<file path="src/rtl/mem_wb_stage_pkg.sv">
// Shared types and encodings for the MEM/WB stage: register-file write
// command classes, bus widths and the stage state machine encoding.
package mem_wb_stage_pkg;

    localparam int DATA_W     = 16;
    localparam int REG_ADDR_W = 3;
    localparam int REG_OP_W   = 3;

    typedef logic [DATA_W-1:0]     data_bus_t;
    typedef logic [REG_ADDR_W-1:0] reg_addr_bus_t;
    typedef logic [REG_OP_W-1:0]   reg_op_bus_t;

    localparam reg_op_bus_t REG_OP_NOP = 3'd0;
    localparam reg_op_bus_t REG_OP_REG = 3'd1;
    localparam reg_op_bus_t REG_OP_T   = 3'd2;
    localparam reg_op_bus_t REG_OP_SP  = 3'd3;
    localparam reg_op_bus_t REG_OP_IH  = 3'd4;
    localparam reg_op_bus_t REG_OP_RA  = 3'd5;

    typedef enum logic {
        MWB_IDLE   = 1'b0,
        MWB_ACCESS = 1'b1
    } mwb_state_t;

    // A load/store flag pair with both bits set is treated as a store.
    function automatic logic is_mem_access(input logic rd, input logic wr);
        return rd | wr;
    endfunction

endpackage

</file>
<file path="src/rtl/mem_wb_stage_mem_timeout_counter.sv">
// Counts ACCESS cycles spent waiting on the data memory and flags the
// cycle on which the wait budget is used up.
module mem_timeout_counter #(
    parameter int TIMEOUT_CYCLES = 15,
    parameter int TO_CNT_W       = 4
) (
    input  logic clk_50MHz,
    input  logic rst,
    input  logic clear,
    input  logic enable,
    output logic expire
);

    logic [TO_CNT_W-1:0] count;

    // NOTE: sequential state uses non-blocking assignments so every register
    // samples the pre-edge values, independent of statement order.
    always_ff @(posedge clk_50MHz or negedge rst) begin
        if (!rst) begin
            count <= '0;
        end else if (clear) begin
            count <= '0;
        end else if (enable) begin
            count <= count + 1'b1;
        end
    end

    assign expire = (count == TO_CNT_W'(TIMEOUT_CYCLES - 1));

endmodule

</file>
<file path="src/rtl/mem_wb_stage.sv">
// MEM/WB pipeline stage: runs load/store handshakes against a variable-latency
// data memory and issues one write-back command per retired instruction.
module mem_wb_stage
    import mem_wb_stage_pkg::*;
#(
    parameter int TIMEOUT_CYCLES = 15,
    parameter int TO_CNT_W       = 4
) (
    input  logic                  clk_50MHz,
    input  logic                  rst,
    input  logic                  in_valid,
    input  logic [REG_OP_W-1:0]   in_reg_op,
    input  logic [REG_ADDR_W-1:0] in_wb_addr,
    input  logic [DATA_W-1:0]     in_alu_data,
    input  logic                  in_mem_rd,
    input  logic                  in_mem_wr,
    input  logic [DATA_W-1:0]     in_store_data,
    input  logic                  flush,
    output logic                  mem_req,
    output logic                  mem_we,
    output logic [DATA_W-1:0]     mem_addr,
    output logic [DATA_W-1:0]     mem_wdata,
    input  logic [DATA_W-1:0]     mem_rdata,
    input  logic                  mem_ready,
    output logic                  stall_req,
    output logic [REG_ADDR_W-1:0] wb_addr,
    output logic [DATA_W-1:0]     wb_data,
    output logic [REG_OP_W-1:0]   reg_op,
    output logic [REG_OP_W-1:0]   fwd_op,
    output logic [REG_ADDR_W-1:0] fwd_addr,
    output logic [DATA_W-1:0]     fwd_data,
    output logic                  mem_err
);

    mwb_state_t    state;
    reg_op_bus_t   op_q;
    reg_addr_bus_t addr_q;
    logic          offered;
    logic          mem_op;
    logic          expire;

    assign offered = in_valid & ~flush;
    assign mem_op  = is_mem_access(in_mem_rd, in_mem_wr);

    mem_timeout_counter #(
        .TIMEOUT_CYCLES (TIMEOUT_CYCLES),
        .TO_CNT_W       (TO_CNT_W)
    ) u_timeout (
        .clk_50MHz (clk_50MHz),
        .rst       (rst),
        .clear     (state == MWB_IDLE),
        .enable    ((state == MWB_ACCESS) && !mem_ready),
        .expire    (expire)
    );

    // NOTE: every combinational output gets a default first, so no path
    // through the case leaves it unassigned and infers a latch.
    always_comb begin
        stall_req = 1'b0;
        unique case (state)
            MWB_IDLE:   stall_req = offered & mem_op;
            MWB_ACCESS: stall_req = ~mem_ready;
            default:    stall_req = 1'b0;
        endcase
    end

    always_ff @(posedge clk_50MHz or negedge rst) begin
        if (!rst) begin
            state     <= MWB_IDLE;
            op_q      <= REG_OP_NOP;
            addr_q    <= '0;
            reg_op    <= REG_OP_NOP;
            wb_addr   <= '0;
            wb_data   <= '0;
            mem_req   <= 1'b0;
            mem_we    <= 1'b0;
            mem_addr  <= '0;
            mem_wdata <= '0;
            mem_err   <= 1'b0;
        end else begin
            // Commands and the error flag are single-cycle pulses by default.
            reg_op  <= REG_OP_NOP;
            mem_err <= 1'b0;
            unique case (state)
                MWB_IDLE: begin
                    if (offered && mem_op) begin
                        op_q      <= in_reg_op;
                        addr_q    <= in_wb_addr;
                        mem_req   <= 1'b1;
                        mem_we    <= in_mem_wr;
                        mem_addr  <= in_alu_data;
                        mem_wdata <= in_store_data;
                        state     <= MWB_ACCESS;
                    end else if (offered) begin
                        wb_addr <= in_wb_addr;
                        wb_data <= in_alu_data;
                        reg_op  <= in_reg_op;
                    end
                end
                MWB_ACCESS: begin
                    if (mem_ready) begin
                        if (!mem_we) begin
                            wb_addr <= addr_q;
                            wb_data <= mem_rdata;
                            reg_op  <= op_q;
                        end
                        mem_req <= 1'b0;
                        mem_we  <= 1'b0;
                        state   <= MWB_IDLE;
                    end else if (expire) begin
                        mem_req <= 1'b0;
                        mem_we  <= 1'b0;
                        mem_err <= 1'b1;
                        state   <= MWB_IDLE;
                    end
                end
                default: state <= MWB_IDLE;
            endcase
        end
    end

    assign fwd_op   = reg_op;
    assign fwd_addr = wb_addr;
    assign fwd_data = wb_data;

endmodule

</file>
<file path="config.mk">
export PLATFORM = sky130hd
export DESIGN_NAME = mem_wb_stage
export DESIGN_NICKNAME = d
export VERILOG_FILES = /design/src/rtl/mem_wb_stage_pkg.sv /design/src/rtl/mem_wb_stage_mem_timeout_counter.sv /design/src/rtl/mem_wb_stage.sv
export SDC_FILE = /design/constraint.sdc
export NUM_CORES = 1
export LEC_CHECK = 0
export CORE_MARGIN = 2
export CORE_UTILIZATION = 44
export DETAILED_ROUTE_END_ITERATION = 8
export PLACE_DENSITY = 0.85
export SLEW_MARGIN = 5
export SYNTH_ARGS = -nofsm -noshare
export SYNTH_HDL_FRONTEND = slang
export SYNTH_SLANG_ARGS = --single-unit
</file>
<file path="constraint.sdc">
create_clock -name clk_50MHz -period 5 [get_ports clk_50MHz]
set_input_delay 0.75 -clock clk_50MHz [delete_from_list [all_inputs] [get_ports clk_50MHz]]
set_output_delay 0.75 -clock clk_50MHz [all_outputs]
set_load 0.005 [all_outputs]
</file>
Yosys cells after proc, flatten, opt, wreduce, memory -nomap -nowiden

Index checks and enable logic that the tools add are counted.

Add/sub/neg operators: 1
Equality and inequality tests: 8
Mux-type cells: 31
Bitwise gates (word level): 6
Reduce and logical (&&, ||, !) cells: 6

Operators by type and width:

| kind                                          | number |
|---|---|
| 2-to-1 mux 16 bit                             | 4 |
| case mux 16 bit (2 select lines)              | 1 |
| 2-to-1 mux 3 bit                              | 8 |
| case mux 3 bit (2 select lines)               | 2 |
| 2-to-1 mux 1 bit                              | 10 |
| != test 2 bit, second input constant          | 5 |
| 2-to-1 mux 4 bit                              | 2 |
| case mux 1 bit (2 select lines)               | 4 |
| adder 4 x 1 -> 4 bit, second input constant   | 1 |
| == test 4 bit, second input constant          | 1 |
| AND reduction 2 bit                           | 2 |
| AND reduction 4 bit                           | 1 |
| != test 3 x 2 -> 1 bit, second input constant | 1 |
| NOT 1 bit                                     | 3 |
| bitwise AND 1 bit                             | 2 |
| logical AND 1 bit                             | 2 |
| != test 2 x 1 -> 1 bit, second input constant | 1 |
| zero test 1 bit                               | 1 |
| OR 1 bit                                      | 1 |

Bits in registers: 68
Word-level logic and storage cells: 64

Logic depth before layout (Yosys ltp)

Gate-level depths: netlist of the first run.

Depth after elaboration: 5
Gate-level depth with buffers: 5

Cells and area by module

Synthesis of the first run repeated with hierarchy kept, for this count alone.

Cell total of the unflattened synthesis: 218
Area total of the unflattened synthesis: 3040.4 sq um

Modules (own cells, without submodules):

| module              | times used | cells each | area each (sq um) | sequential area each (sq um) |
|---|---|---|---|---|
| mem_wb_stage        | 1          | 198        | 2820.2            | 1601.5 |
| mem_timeout_counter | 1          | 20         | 220.2             | 100.1 |

Worst setup path after synthesis of the first run

Ideal clock, no wire load.

Path type: input-to-output
Start point: input port flush
End point: output port stall_req
Arrival time: 1.333 ns
Path slack: 2.917 ns
Stages on the path: 2
Path buffers: 0
Cell sequence: or3b_4 o21ai_0

Longest elaborated chain between the ends: 4

RTL lines:

| item                            | RTL line           | RTL |
|---|---|---|
| start: declaration              | mem_wb_stage.sv:18 | `input logic flush,` |
| NOT 1 bit                       | mem_wb_stage.sv:42 | `assign offered = in_valid & ~flush;` |
| bitwise AND 1 bit               | mem_wb_stage.sv:42 |  |
| bitwise AND 1 bit               | mem_wb_stage.sv:61 | `MWB_IDLE: stall_req = offered & mem_op;` |
| case mux 1 bit (2 select lines) | mem_wb_stage.sv:60 | `unique case (state)` |
| end: declaration                | mem_wb_stage.sv:25 | `output logic stall_req,` |

No other way between the ends.

Final worst setup path of the first run

Start point: input port in_valid
End point: output port stall_req

Longest elaborated chain between the ends: 3

RTL lines:

| item                            | RTL line           | RTL |
|---|---|---|
| start: declaration              | mem_wb_stage.sv:11 | `input logic in_valid,` |
| bitwise AND 1 bit               | mem_wb_stage.sv:42 |  |
| bitwise AND 1 bit               | mem_wb_stage.sv:61 |  |
| case mux 1 bit (2 select lines) | mem_wb_stage.sv:60 |  |

No other way between the ends.

==> flow_summary.toml, run 1 <==
[status]
status = "completed"

[timing]
drv_slew = 0
fmax_mhz = 317
fin_skew_ps = 9.70
grt_setup_unrepaired = "false"
setup_viol_count_final = 0
tns_ps = 0
timing.final.crit_share = 0.630
period_minus_slack_ps = 3150
setup_slack_ps = 1850
holdWs_ps = 492
finalHoldViolations = 0
tightest_slew_ps = 829
relSlewSlack = 0.447

[cts]
cts.clk_slew.worst_paths_ps = 70
hold_buffers = 0
clk_latency_ps = 340
numCtsBuffers = 9
clockRootBuffer = "clkbuf_8"
htree_levels = 3
cts_tree = "done"
cts.path.max_buffers = 2
post_cts_resized = 0
cts_setup_buffers = 0
clock_sinks = 68

[setup_path]
crit_end = "stall_req"
rr_worst_depth = 4
end_kind = "primary output"
r2r-start = "state"
r2r_end = "mem_addr[15]"
rrSetupSlack_ps = 2670
startpoint = "in_valid"
path_class = "in2out"
cp-start-kind = "input pin"
path_max_fanout = 4
cp_data_required_time_ps = 4250
crit_arrival_ps = 2400

[finish]
layoutNonFillerInstCount = 420
layout-drive-gt1-share = 0.232
num-nets-final = 398
final_cell_mix = "clkdlybuf4s50_1, dfrtp_1, mux2_2, nand2b_1, o221a_2"
final_common_cell = "clkdlybuf4s50_1"
n_fill_cell = 528
area_growth_pct = 50.8
antenna_cells = 0

[pwr]
p_sw_mw = 0.478
power.leakage_nw = 1.85
p_int_mw = 1.46
swShare = 0.246
power_frac_clock = 0.267
ir_drop_uv = 241
pwr-share-seq = 0.403
power_mw = 1.94
combPwrFrac = 0.330
powerDensity_nw_per_um2 = 430

[route]
firstDrtPassIters = 4
wl_per_cell_um = 16.6
dr.first_iter.drc_count = 62
wl_um = 6960
vias = 2124
ant_nets = 0
drc_errors = 0
vias_per_cell = 5.06

[placement]
dpl.hpwl_um = 5060
place.gp.congestion = 0.723
place_inst = 404
post-place-ws_ps = 1830
io_buffers = 140

[synth]
synth_nets = 275
synth_cells = 212
yosysUniqueCellTypes = 31
synth.avg_cell_area_um2 = 14.1
yosysSeqAreaShare = 0.568
ys_ff_latch = 68
synth_area_um2 = 2990
synthArstFlopShare = 1.00
yosys_most_used_dff = "dfrtp_1"
ys_warn_count = 0
synth_edf_count = 0

[global_routing]
antenna_found_initial = 0
grt_pass1_vias = 2189
grt.total_usage = 0.191
grt_overflow_total = 0
grt_max_degree = 69
grt_pass1_wl_um = 10900

[hold_path]
hold_path.class = "reg2reg"
min-delay-start = "mem_req"

[floorplan]
die_area_um2 = 7480
rows = 30
core_area_um2 = 6680
die_h_um = 86.5
io_pins = 141
start_util = 0.448
die_w_um = 86.5

[job]
maxCapViolations = 0
power by group through the flow:
stage | logic, mW | registers (mW) | clock network, mW
after global placement | 0.631 | 0.783 | 0
after floorplan | 0.263 | 0.786 | 0
final | 0.641 | 0.782 | 0.518
after global routing | 0.684 | 0.800 | 0.553
after CTS | 0.650 | 0.783 | 0.532
after detailed placement | 0.648 | 0.792 | 0
area by class of cell:
cell class                      count  area [um^2]  share of cell area
Sequential cell                    68         1700               0.377
Tap cell                           80          100              0.0222
Timing Repair Buffer              143         1420               0.314
Inverter                            2         7.51             0.00166
Clock inverter                      5         83.8              0.0186
Clock buffer                       11          151              0.0335
Multi-Input combinational cell    111         1050               0.233
flip-flops by register name, summed over array words and instances, names as in the netlist:
name and flops:
mem_addr 16, mem_wdata 16, op_q 3, state 1, u_timeout.count 4, addr_q 3, fwd_op 3, mem_we 1
fwd_data 16, mem_err 1, mem_req 1, fwd_addr 3
metal layers:
layer	vias up	global-route usage	share of wire	wire length (um)
li1	987	-	-	-
met1	1036	0.243	0.42	2940
met2	90	0.310	0.49	3430
met3	11	0.0467	0.066	457
met4	0	0.0852	0.020	142
met5	-	0	0	0
how the worst min path moves through the flow:
stage	depth (start not counted)	slack, ps	endpoint
global route	1	520	mem_wdata[10]
floorplan	0	450	addr_q[0]
finish	1	490	mem_req
detailed placement	1	490	mem_req
CTS	1	500	mem_req
global placement	1	470	mem_req
per-stage QoR:
step                 util  area (um^2)
global route        0.676         4510
CTS                 0.676         4510
detailed placement  0.640         4280
finish              0.676         4510
floorplan               -         2990
global placement    0.640         4280
synthesized netlist by cell type (2+ instances only):
master	instances	area share
dfrtp_1	68	0.57
mux2_2	29	0.11
buf_4	24	0.060
nand2b_1	21	0.044
o221a_2	19	0.071
mux2_4	9	0.045
and2_1	4	0.0084
a22o_1	3	0.0088
buf_2	3	0.0050
o21ai_0	3	0.0050
xnor2_1	3	0.0088
a21o_1	2	0.0050
clkbuf_1	2	0.0025
ha_1	2	0.0084
inv_1	2	0.0025
nand2_1	2	0.0025
nor2_1	2	0.0025
kinds of logic (layout without fill, tap and decap cells):
kind of cell / after synthesis / after routing / share of synthesized area
xor gates and xnor gates: 3 / 3 / 0.00878
AOI/OAI and AO/OA: 30 / 30 / 0.0982
muxes: 38 / 38 / 0.154
adders and majority gates: 2 / 2 / 0.00836
and+or+nand+nor: 38 / 38 / 0.0815
buffers and inverters: 33 / 161 / 0.0807
DFF: 68 / 68 / 0.568
critical path, cell delays in order:
cell and delay (ps):
clkdlybuf4s50_1 500, or3b_4 430, o21ai_0 190, clkdlybuf4s50_1 530
No activity file was read; power rests on OpenSTA's default activity.
==> run 2, diff against run 1 <==
--- a/config.mk
+++ b/config.mk
@@ -6,9 +6,9 @@
 export NUM_CORES = 1
 export LEC_CHECK = 0
 export CORE_MARGIN = 2
-export CORE_UTILIZATION = 44
+export CORE_UTILIZATION = 37
 export DETAILED_ROUTE_END_ITERATION = 8
-export PLACE_DENSITY = 0.85
+export PLACE_DENSITY = 0.76
 export SLEW_MARGIN = 5
 export SYNTH_ARGS = -nofsm -noshare
 export SYNTH_HDL_FRONTEND = slang
==> constraint.sdc (replaced) <==
create_clock -name clk_50MHz -period 2.7 [get_ports clk_50MHz]
set_input_delay 0.405 -clock clk_50MHz [delete_from_list [all_inputs] [get_ports clk_50MHz]]
set_output_delay 0.405 -clock clk_50MHz [all_outputs]
set_load 0.005 [all_outputs]
==> run 2 against run 1 <==
Against the previous run:
- worst hold slack got worse by 370 ps
- sequential cell count unchanged
- clock-buffer cell count is 1 higher
- register-to-register slack worse by 1800 ps
- non-clock buffer count is 1 higher
- final cell count grew 5.5%
- clock skew is 3.4 ps higher
- core utilization shrank 9.1 points
- routed wire length increased by 1.7%
- worst setup slack worse by 1600 ps
- via count barely moved
- power is 79% higher
- critical endpoint unchanged
==> flow_summary.toml, run 2 (same netlist as run 1, synthesis figures left out) <==
[setup_path]
crit_arrival_ps = 2050
path_max_fanout = 4
path_class = "in2out"
end_kind = "primary output"
rr_worst_depth = 3
r2r_end = "fwd_data[1]"
r2r-start = "state"
crit_end = "stall_req"
startpoint = "in_valid"
rrSetupSlack_ps = 860
cp-start-kind = "input pin"
cp_data_required_time_ps = 2300

[pwr]
ir_drop_uv = 340
powerDensity_nw_per_um2 = 764
power.leakage_nw = 1.85
power_mw = 3.47

[floorplan]
die_h_um = 94.0
start_util = 0.385
die_area_um2 = 8830
io_pins = 141
die_w_um = 94.0
rows = 32
core_area_um2 = 7770

[timing]
fin_skew_ps = 13.1
tightest_slew_ps = 748
period_minus_slack_ps = 2460
fmax_mhz = 407
finalHoldViolations = 0
timing.final.crit_share = 0.910
grt_setup_unrepaired = "false"
drv_slew = 0
setup_viol_count_final = 0
setup_slack_ps = 243
relSlewSlack = 0.501
tns_ps = 0

[route]
firstDrtPassIters = 4
vias_per_cell = 4.79
ant_nets = 0
vias = 2123
drc_errors = 0
wl_um = 7080
wl_per_cell_um = 16.0
dr.first_iter.drc_count = 45

[finish]
num-nets-final = 399
design_area_um2 = 4540
layout-drive-gt1-share = 0.232
final_cell_mix = "clkdlybuf4s50_1, dfrtp_1, mux2_2, nand2b_1, o221a_2"
fin_util = 0.585
n_fill_cell = 658
area_growth_pct = 51.7
final_common_cell = "clkdlybuf4s50_1"
antenna_cells = 0

[placement]
io_buffers = 140
place.gp.congestion = 0.734
post-place-ws_ps = 268
dpl.hpwl_um = 5060
postPlaceCellArea_um2 = 4340

[cts]
post_cts_resized = 0
numCtsBuffers = 9
htree_levels = 3
hold_buffers = 0
clk_latency_ps = 330
cts.clk_slew.worst_paths_ps = 70
cts_setup_buffers = 0
clockRootBuffer = "clkbuf_8"
clock_sinks = 68
cts_tree = "done"
cts.path.max_buffers = 2

[hold_path]
hold_path.class = "in2async"

[global_routing]
grt_max_degree = 40
grt_pass1_vias = 2261
antenna_found_initial = 0
grt_overflow_total = 0
grt_pass1_wl_um = 11100
grt.total_usage = 0.164

[status]
status = "completed"

[job]
maxCapViolations = 0
==> run 2: power by group <==
part | switching [mW] | total, mW | internal (mW) | leakage (nW)
sequential | 0.174 | 1.45 | 1.27 | 0.805
combinational | 0.316 | 1.19 | 0.870 | 0.941
clock | 0.362 | 0.836 | 0.474 | 0.102
total | 0.852 | 3.47 | 2.62 | 1.85
==> run 2: area by class of cell <==
type,count,area [um^2],area share
Sequential cell,68,1700,0.375
Timing Repair Buffer,144,1450,0.320
Clock inverter,4,47.5,0.0105
Tap cell,102,128,0.0281
Inverter,2,7.51,0.00165
Multi-Input combinational cell,111,1050,0.231
Clock buffer,12,155,0.0342
==> run 2: metal layers <==
| metal | up-vias | track usage | share of wire |
|---|---|---|---|
| met3 | 9 | 0.0610 | 0.076 |
| met2 | 83 | 0.268 | 0.50 |
| met1 | 1045 | 0.199 | 0.41 |
| met4 | 0 | 0.0568 | 0.015 |
| met5 | - | 0 | 0 |
| li1 | 986 | - | - |
==> run 2: how the worst min path moves through the flow <==
stage | startpoint | to | slack (ps)
floorplan | rst | addr_q[0] | 110
global placement | mem_req | mem_req | 470
detailed placement | op_q[2] | fwd_op[2] | 480
CTS | rst | u_timeout.count[3] | 140
global route | rst | mem_err | 160
finish | rst | mem_req | 120
==> run 2: metrics by stage <==
stage,hold slack (ps),cells
floorplan,109,212
finish,124,443
global placement,467,427
detailed placement,476,427
global route,161,443
CTS,138,443
==> run 2: worst max-delay path, cell delays in order <==
cell,delay (ps)
clkdlybuf4s50_1,510
or3b_4,430
o21ai_0,180
clkdlybuf4s50_1,530
==> RTL edit 1: new RTL, config.mk and constraints of run 1 <==
Register the output `mem_err` once more; this adds one clock of latency there. The other outputs are not delayed to match.
--- a/src/rtl/mem_wb_stage.sv
+++ b/src/rtl/mem_wb_stage.sv
@@ -31,6 +31,8 @@
     output logic [DATA_W-1:0]     fwd_data,
     output logic                  mem_err
 );
+
+    logic mem_err_s0;
 
     mwb_state_t    state;
     reg_op_bus_t   op_q;
@@ -76,11 +78,11 @@
             mem_we    <= 1'b0;
             mem_addr  <= '0;
             mem_wdata <= '0;
-            mem_err   <= 1'b0;
+            mem_err_s0 <= 1'b0;
         end else begin
             // Commands and the error flag are single-cycle pulses by default.
             reg_op  <= REG_OP_NOP;
-            mem_err <= 1'b0;
+            mem_err_s0 <= 1'b0;
             unique case (state)
                 MWB_IDLE: begin
                     if (offered && mem_op) begin
@@ -110,7 +112,7 @@
                     end else if (expire) begin
                         mem_req <= 1'b0;
                         mem_we  <= 1'b0;
-                        mem_err <= 1'b1;
+                        mem_err_s0 <= 1'b1;
                         state   <= MWB_IDLE;
                     end
                 end
@@ -123,5 +125,9 @@
     assign fwd_addr = wb_addr;
     assign fwd_data = wb_data;
 
+    always_ff @(posedge clk_50MHz) begin
+        mem_err <= mem_err_s0;
+    end
+
 endmodule
 
Function: no difference found for any inputs over 10 cycles, from zero or initial values and one cycle with rst low; that may be too few to reach the edited logic, so the function may still have changed.
==> RTL edit 1 against run 1 <==
Worst setup slack lost 0.015 ns; sequential cell count grew 1; global-route usage is essentially flat; area after synthesis grew 0.67%; design area shrank 0.19%; count of clock-buffer cells in the layout is the same; routed wire length grew 1.3%; total power shrank 1.6%; via count grew 0.47%; first-iteration DRC count shrank 19%.
==> RTL edit 1: results <==
run_status:
  status: "finished, final reports clean"
timing:
  relSlewSlack_pct: 44.71
  clock_skew_ns: 0.01071
grt:
  grtUsageTotal_pct: 19.08
  grt_pass1_wl_mm: 10.88
  grt_pass1_vias: 2253
power:
  powerDensity_nw_per_um2: 423.9
synthesis:
  synth_compound_area_share_pct: 9.755
  synthMuxAreaShare_pct: 15.32
  synth_xor_area_share_pct: 0.8717
  synth_seq_area_share_pct: 57.12
  syn_nets: 276
  synth_area_leaders: "dfrtp_1 (56%), mux2_2 (11%), o221a_2 (7.1%)"
  synth_adder_area_share_pct: 0.8302
  synth_cell_types: 32
route:
  vias: 2134
  wl_per_cell_um: 16.75
placement:
  gp_congestion: 0.7216
  dpl_cell_area_um2: 4299
  dpl.cell_count: 405
  dpl.hpwl_mm: 5.078
cts:
  clock-sinks: 69
cells_and_area:
  multi_input_area_share_pct: 23.33
  final_layout_size_suffix_gt1_share_pct: 22.58
  clock_area_share_pct: 4.582
  final_cells: 421
  fin_nets: 399
  regArea_um2: 1722
[RTL edit 1: power by group through the flow]
stage,Combinational [mW],Clock (mW),Sequential [mW]
floorplan,0.263,0,0.794
global placement,0.634,0,0.793
detailed placement,0.648,0,0.800
CTS,0.650,0.487,0.793
global route,0.686,0.513,0.810
finish,0.640,0.479,0.791
[RTL edit 1: worst paths after layout]
check	start	slack, ns	cells past startpoint	to
max in group asynchronous	rst	3.86	2	fwd_data[2]$_DFFE_PN0P_
min	mem_err_s0$_DFF_PN0_	0.34	0	mem_err$_DFF_P_
max	in_valid	1.84	4	stall_req
min reg2reg	mem_err_s0$_DFF_PN0_	0.34	0	mem_err$_DFF_P_
max reg2reg	state$_DFF_PN0_	2.64	4	op_q[2]$_DFFE_PN0P_
min in group asynchronous	rst	0.58	2	mem_err_s0$_DFF_PN0_
[RTL edit 1: per-layer routing]
layer  global-route usage [%]  share of wire (%)
met5                        0                  0
met1                    22.86                 40
met3                    5.905                7.1
met4                    7.813                1.4
met2                    31.96                 51
==> RTL edit 2: new RTL, config.mk and constraints of run 1 <==
Without the edit above. `TO_CNT_W` is set to 4 in 2 places; all go to 6.
--- a/src/rtl/mem_wb_stage_mem_timeout_counter.sv
+++ b/src/rtl/mem_wb_stage_mem_timeout_counter.sv
@@ -2,7 +2,7 @@
 // cycle on which the wait budget is used up.
 module mem_timeout_counter #(
     parameter int TIMEOUT_CYCLES = 15,
-    parameter int TO_CNT_W       = 4
+    parameter int TO_CNT_W       = 6
 ) (
     input  logic clk_50MHz,
     input  logic rst,
--- a/src/rtl/mem_wb_stage.sv
+++ b/src/rtl/mem_wb_stage.sv
@@ -4,7 +4,7 @@
     import mem_wb_stage_pkg::*;
 #(
     parameter int TIMEOUT_CYCLES = 15,
-    parameter int TO_CNT_W       = 4
+    parameter int TO_CNT_W       = 6
 ) (
     input  logic                  clk_50MHz,
     input  logic                  rst,
Behaviour: same outputs for any inputs over 10 cycles, from zero or initial values and one cycle with rst low; that may be too few to reach the edited logic, so the function may still have changed.
==> RTL edit 2 against run 1 <==
Routed wire length grew 3.8%; sequential cell count grew 2; clock skew grew 0.0018 ns; via count grew 3.0%; hold slack lost 0.012 ns; count of clock-buffer cells in the layout is the same; worst setup slack gained 0.053 ns; fmax grew 1.7%; area after synthesis grew 5.4%; design area grew 3.0%; total power shrank 0.78%.
==> RTL edit 2: results <==
grt:
  grt_pass1_wl_mm: 11.14
  grt_max_degree: 71
  grt_pass1_vias: 2279
setup_path:
  timing.rr.end: "mem_wdata[15]$_DFFE_PN0P_"
  cp.arrival_ns: 2.35
power:
  power_mw: 1.925
  pwr-share-comb_pct: 34.5
  p_int_mw: 1.427
  p_seq_uw: 803
run_status:
  status: "finished, final reports clean"
route:
  wl_met2_mm: 3.927
cells_and_area:
  nMultiInputCombCells: 119
  fin_nets: 409
  final_cell_area_um2: 4648
  clock_area_share_pct: 4.307
  multi_input_area_share_pct: 24.74
  nonClockInverterCount: 4
  fill_cells: 509
  buffers: 142
synthesis:
  synth_area_leaders: "dfrtp_1 (55%), mux2_1 (21%), mux2_2 (6.1%)"
  synth_cell_types: 35
  ys_ff_latch: 70
  synth_seq_area_share_pct: 55.49
  synth_common_cells: "dfrtp_1 (70), mux2_1 (59), buf_4 (24)"
min_path:
  worstHoldStart: "op_q[2]$_DFFE_PN0P_"
placement:
  place_ws_ns: 1.875
  dpl.hpwl_mm: 5.137
timing:
  whs_ns: 0.4797
  clock_skew_ns: 0.01155
## RTL edit 2: logic make-up (layout without fill, tap and decap cells)
kind of cell | Yosys count | after routing | synth area share (%)
flops | 70 | 70 | 55.49
mux | 76 | 76 | 27.11
compound gates | 14 | 14 | 3.251
xor+xnor | 4 | 4 | 1.110
simple gates | 23 | 23 | 4.004
fa+ha+maj | 2 | 2 | 0.7926
buf+inv | 36 | 162 | 8.244
## RTL edit 2: worst max-delay path by stage
stage / start / to / slack (ns) / cells past startpoint
global route: in_valid / stall_req / 1.82 / 4
global placement: in_valid / mem_addr[1]$_DFFE_PN0P_ / 1.90 / 4
floorplan: flush / stall_req / 2.92 / 2
CTS: in_valid / stall_req / 1.90 / 4
finish: in_valid / stall_req / 1.90 / 4
detailed placement: in_valid / op_q[1]$_DFFE_PN0P_ / 1.88 / 4
## RTL edit 2: per-layer routing
layer | GRT usage [%] | vias up
met1 | 20.87 | 1097
met3 | 7.090 | 4
met2 | 33.24 | 80
met4 | 6.474 | 0
li1 | - | 1007
met5 | 0 | -
